File: src/rtl/instr_fetch.sv
// -----------------------------------------------------------------------------
// instr_fetch
//
// Instruction-fetch stage sitting just after the PC register. It issues one
// instruction-memory read at a time, buffers returned words together with
// their addresses in a small FIFO toward decode, and pulses pc_step so the
// next-PC logic advances. A redirect flushes the buffer and drops any response
// still in flight.
//
// Parameters
//   ADDR_W   PC / instruction-memory address width
//   INSTR_W  instruction word width
//   DEPTH    prefetch buffer entries (power of two, >= 2)
//
// Ports
//   clk        clock, rising edge
//   rst        asynchronous active-high reset
//   pc         current PC from the PC register
//   redirect   one-cycle branch/jump flush pulse
//   pc_step    one-cycle pulse: next-PC logic selects pc+1
//   mem_req    instruction-memory read request
//   mem_addr   read address, stable while mem_req is high
//   mem_ack    read complete, mem_rdata valid
//   mem_rdata  read data
//   out_valid  head buffer entry valid
//   out_ready  decode accepts the head entry
//   out_instr  head instruction (0 when empty)
//   out_pc     address of head instruction (0 when empty)
// -----------------------------------------------------------------------------
module instr_fetch #(
   parameter int ADDR_W  = 8,
   parameter int INSTR_W = 16,
   parameter int DEPTH   = 2
) (
   input  logic               clk,
   input  logic               rst,
   input  logic [ADDR_W-1:0]  pc,
   input  logic               redirect,
   output logic               pc_step,
   output logic               mem_req,
   output logic [ADDR_W-1:0]  mem_addr,
   input  logic               mem_ack,
   input  logic [INSTR_W-1:0] mem_rdata,
   output logic               out_valid,
   input  logic               out_ready,
   output logic [INSTR_W-1:0] out_instr,
   output logic [ADDR_W-1:0]  out_pc
);

   localparam int PTR_W = $clog2(DEPTH);
   localparam int CNT_W = PTR_W + 1;

   typedef enum logic [1:0] {
      IDLE = 2'd0,
      WAIT = 2'd1,
      STEP = 2'd2
   } state_e;

   state_e             state_q,    state_d;
   logic [ADDR_W-1:0]  mem_addr_q, mem_addr_d;
   logic               mem_req_q,  mem_req_d;
   logic               pc_step_q,  pc_step_d;
   logic               discard_q,  discard_d;
   logic [PTR_W-1:0]   wr_ptr_q,   wr_ptr_d;
   logic [PTR_W-1:0]   rd_ptr_q,   rd_ptr_d;
   logic [CNT_W-1:0]   count_q,    count_d;

   logic [INSTR_W-1:0] buf_instr_q [DEPTH];
   logic [ADDR_W-1:0]  buf_pc_q    [DEPTH];

   logic push;
   logic pop;

   // A response is kept only if it was not flagged for discard earlier and no
   // redirect arrives on the ack edge itself. Flush beats push and pop.
   assign push = (state_q == WAIT) && mem_ack && !discard_q && !redirect;
   assign pop  = (count_q != '0) && out_ready && !redirect;

   always_comb begin
      // NOTE: every _d gets its hold value first, so no path through this
      // block leaves a signal unassigned and no latch is inferred.
      state_d    = state_q;
      mem_addr_d = mem_addr_q;
      discard_d  = discard_q;
      wr_ptr_d   = wr_ptr_q;
      rd_ptr_d   = rd_ptr_q;
      count_d    = count_q;

      unique case (state_q)
         IDLE: begin
            // Issuing only when a slot is free reserves space for the reply.
            if ((count_q < CNT_W'(DEPTH)) && !redirect) begin
               mem_addr_d = pc;
               state_d    = WAIT;
            end
         end
         WAIT: begin
            if (mem_ack) begin
               discard_d = 1'b0;
               state_d   = STEP;
            end else if (redirect) begin
               // The request cannot be withdrawn; let it finish and drop it.
               discard_d = 1'b1;
            end
         end
         STEP:    state_d = IDLE;
         default: state_d = IDLE;
      endcase

      if (redirect) begin
         wr_ptr_d = '0;
         rd_ptr_d = '0;
         count_d  = '0;
      end else begin
         if (push) wr_ptr_d = wr_ptr_q + PTR_W'(1);
         if (pop)  rd_ptr_d = rd_ptr_q + PTR_W'(1);
         count_d = count_q + CNT_W'(push) - CNT_W'(pop);
      end

      // Outputs are registered from the next-state view of the FSM.
      mem_req_d = (state_d == WAIT);
      pc_step_d = push;
   end

   always_ff @(posedge clk or posedge rst) begin
      if (rst) begin
         state_q    <= IDLE;
         mem_addr_q <= '0;
         mem_req_q  <= 1'b0;
         pc_step_q  <= 1'b0;
         discard_q  <= 1'b0;
         wr_ptr_q   <= '0;
         rd_ptr_q   <= '0;
         count_q    <= '0;
      end else begin
         state_q    <= state_d;
         mem_addr_q <= mem_addr_d;
         mem_req_q  <= mem_req_d;
         pc_step_q  <= pc_step_d;
         discard_q  <= discard_d;
         wr_ptr_q   <= wr_ptr_d;
         rd_ptr_q   <= rd_ptr_d;
         count_q    <= count_d;
      end
   end

   // NOTE: buffer storage has no reset; count_q alone decides which entries
   // are meaningful, and empty reads are forced to zero below.
   always_ff @(posedge clk) begin
      if (push) begin
         buf_instr_q[wr_ptr_q] <= mem_rdata;
         buf_pc_q[wr_ptr_q]    <= mem_addr_q;
      end
   end

   assign mem_req   = mem_req_q;
   assign mem_addr  = mem_addr_q;
   assign pc_step   = pc_step_q;
   assign out_valid = (count_q != '0);
   assign out_instr = out_valid ? buf_instr_q[rd_ptr_q] : '0;
   assign out_pc    = out_valid ? buf_pc_q[rd_ptr_q]    : '0;

endmodule

File: config.mk
export PLATFORM = sky130hd
export DESIGN_NAME = instr_fetch
export DESIGN_NICKNAME = d
export VERILOG_FILES = /design/src/rtl/instr_fetch.sv
export SDC_FILE = /design/constraint.sdc
export NUM_CORES = 1
export LEC_CHECK = 0
export CORE_ASPECT_RATIO = 0.7
export CORE_UTILIZATION = 44
export DETAILED_ROUTE_END_ITERATION = 6
export PLACE_DENSITY = 0.72
export SLEW_MARGIN = 20
export SYNTH_ARGS = -nofsm -noshare
export SYNTH_HDL_FRONTEND = slang
export SYNTH_SLANG_ARGS = --single-unit
File: constraint.sdc
create_clock -name clk -period 2.5 [get_ports clk]
set_input_delay 0.5 -clock clk [delete_from_list [all_inputs] [get_ports clk]]
set_output_delay 0.5 -clock clk [all_outputs]
set_load 0.005 [all_outputs]
==> results.py <==
metrics = {
    "global_routing": {
        "grtUsageTotal_pct": 17.52,
        "grt_max_degree": 25,
        "grt_overflow": 0,
        "grt_pass1_vias": 1507,
        "grt_pass1_wl_microns": 7534,
        "antenna_found_initial": 0,
    },
    "place": {
        "placed_cell_area_sq_mm": 0.003339,
        "hpwl_microns": 3115,
        "post-place-ws_ns": 0.1718,
        "io_buffers": 63,
        "gp_congestion": 0.7110,
    },
    "setup_path": {
        "end_kind": "primary output",
        "cp.arrival_ns": 1.80,
        "startpoint_type": "flop",
        "critPathRequiredTime_ns": 2.00,
        "critPathTopFamily": "buffers and inverters",
        "path_cells": "nor2_4, buf_4, nor2_1, clkdlybuf4s50_1",
        "slowest_delay_ns": 0.48,
        "slowest_stage": "dfrtp_1",
        "setup.worst_path.class": "reg -> out",
        "cp_max_fo": 10,
        "cp_num_buf_inv": 2,
    },
    "status": {
        "status": "finished, final reports clean",
    },
    "drt": {
        "drtAntennaViolNets": 0,
        "routed_via_density": 4.804,
        "route.detailed.drc": 0,
        "first_iter_violations": 60,
        "wl_per_cell_microns": 15.03,
        "wirelength_microns": 4674,
        "first_pass_iters": 4,
        "via_count": 1494,
    },
    "clock_network": {
        "post_cts_resized": 0,
        "clkTransAtPathRegs_ns": 0.07,
        "post_cts_buffers": 0,
        "cts-root-buf": "clkbuf_8",
        "cts_buffers": 9,
        "clock_path_buffers": 2,
        "clock_latency_ns": 0.33,
        "cts_sinks": 65,
        "htree_num_levels": 3,
        "postCtsHoldBufs": 0,
        "cts_tree": "done",
    },
    "layout": {
        "nets": 265,
        "final_area_sq_mm": 0.003531,
        "num_antenna_cells": 0,
        "area_growth_pct": 38.27,
        "drive_gt1_share_pct": 15.48,
    },
    "sta": {
        "fin_crit_ns": 2.304,
        "setup_tns_ns": 0,
        "setup_viol": 0,
        "tightest_slew_ns": 0.6941,
        "fin_skew_ns": 0.006141,
        "rsz0062_at_grt": "no",
        "drv_slew": 0,
        "finalHoldViolCount": 0,
        "slew-limit-headroom_pct": 53.67,
        "finalCritPeriodShare_pct": 92.18,
        "worst_slack_ns": 0.1955,
        "fmax_mhz": 433.9,
    },
    "power": {
        "power.density_mw_per_mm2": 837.4,
        "power.net_switching_uw": 746.2,
        "swShare_pct": 25.23,
        "leakage_uw": 0.001247,
        "p_int_uw": 2211,
        "clkPwrFrac_pct": 27.9,
        "vdd_drop_max_mv": 0.6186,
        "p_seq_share_pct": 49.5,
        "pwr-share-comb_pct": 22.5,
    },
    "logic_synthesis": {
        "synthesis.area_sq_mm": 0.002554,
        "synth_edf_count": 48,
        "synth.distinct_cells": 23,
        "ys_seq_area_share_pct": 73.10,
        "yosysTopAreaCell": "edfxtp_1",
        "ys_seq_elements": 65,
        "synth_top_cell_area_share_pct": 56.44,
        "synth_area_per_cell_sq_um": 16.06,
        "yosys-top-cells-area": "edfxtp_1 (56%), dfrtp_1 (17%), mux2i_1 (9.4%)",
        "synth_warnings": 0,
        "netlist_instances": 159,
        "syn_nets": 190,
        "synth_most_common_cell": "edfxtp_1",
        "synthArstFlopShare_pct": 26.15,
        "synthTopCellsByCount": "edfxtp_1 (48), nor2_1 (29), mux2i_1 (24), dfrtp_1 (17), mux2_2 (10)",
        "synth_flop_cell": "edfxtp_1",
    },
    "flow_run": {
        "drv_cap": 0,
    },
    "floorplanning": {
        "fp-row-count": 22,
        "die_w_microns": 93.06,
        "num_io_pins": 64,
        "fp.dieH_microns": 65.74,
        "initial_core_util_pct": 47.09,
        "die_area_sq_mm": 0.006117,
        "core_sq_mm": 0.005423,
    },
    "min_path": {
        "hold_class": "reg -> reg",
    },
}
## flip-flops by register name (all words and copies together) (netlist names)
name,flops
wr_ptr_q,1
buf_pc_q,16
pc_step,1
count_q,2
mem_addr,8
rd_ptr_q,1
discard_q,1
buf_instr_q,32
mem_req,1
state_q,2
## cell usage in the layout (no fill, tap or decap), types with 2 or more instances in the layout
master and instances:
ha_1 2, nor2_1 28, buf_4 5, mux2_2 10, clkdlybuf4s50_1 63, buf_12 2, mux2i_1 24, clkinvlp_4 2
inv_1 5, clkbuf_8 9, a21oi_1 3, nor2b_1 3, edfxtp_1 48, dfrtp_1 17, clkinv_2 2
## path summary, 6_finish.rpt
check,start,endpoint,slack (ns),cells past startpoint
worst max-delay path,count_q[1],out_instr[15],0.20,4
worst min-delay path,mem_addr[6],buf_pc_q[0][6],0.50,0
worst max register to register,count_q[1],count_q[1],0.70,7
worst min register to register,mem_addr[6],buf_pc_q[0][6],0.50,0
max in group asynchronous,rst,mem_addr[6],1.48,2
min in group asynchronous,rst,count_q[1],0.57,2
## per-stage QoR
| stage | hold WS, ns | total power (uW) | cells | utilization (%) |
|---|---|---|---|---|
| floorplan | 0.4261 | 1735 | 159 | - |
| global placement | 0.4767 | 2134 | 295 | 61.58 |
| detailed placement | 0.4840 | 2150 | 295 | 61.58 |
| CTS | 0.5058 | 2987 | 311 | 65.02 |
| global route | 0.5149 | 3106 | 311 | 65.11 |
| finish | 0.5027 | 2957 | 311 | 65.11 |
## worst reg2reg max path, cell delays in order (launching register included)
cell	delay, ns
dfrtp_1	0.48
o21ai_0	0.28
nor2_1	0.07
ha_1	0.28
inv_1	0.04
ha_1	0.17
xnor3_4	0.30
nor2_1	0.11
## power by group through the flow
stage / Sequential, uW / Clock, uW / Combinational (uW)
2_1_floorplan: 1450 / 0 / 285
3_3_place_gp: 1470 / 0 / 661
3_5_place_dp: 1480 / 0 / 668
4_1_cts: 1460 / 845 / 678
5_1_grt: 1480 / 900 / 723
6_report: 1470 / 826 / 666
## routing by layer
layer  wire (microns)  vias to the layer above  GRT usage [%]
met5                0                        -              0
met2             2065                       50          25.46
met1             2215                      712          22.95
li1                 -                      730              -
met4                9                        0          5.769
met3              383                        2          8.681
## final cells by class
type | instances | area [sq um]
Tap cell | 72 | 90.09
Clock inverter | 6 | 58.81
Sequential cell | 65 | 1867
Timing Repair Buffer | 70 | 708.2
Fill cell | 412 | 1892
Multi-Input combinational cell | 83 | 660.6
Inverter | 5 | 18.77
Clock buffer | 10 | 127.6
## kinds of logic (layout without fill, tap and decap cells)
kind of cell / count (synthesis) / after routing / synth area share [%]
flops: 65 / 65 / 73.10
simple gates: 42 / 42 / 8.526
mux: 34 / 34 / 13.82
buf+inv: 11 / 91 / 1.764
compound gates: 4 / 4 / 0.7836
fa+ha+maj: 2 / 2 / 0.9798
xor+xnor: 1 / 1 / 1.029
Note: power is estimated with default switching activity, not from simulation.
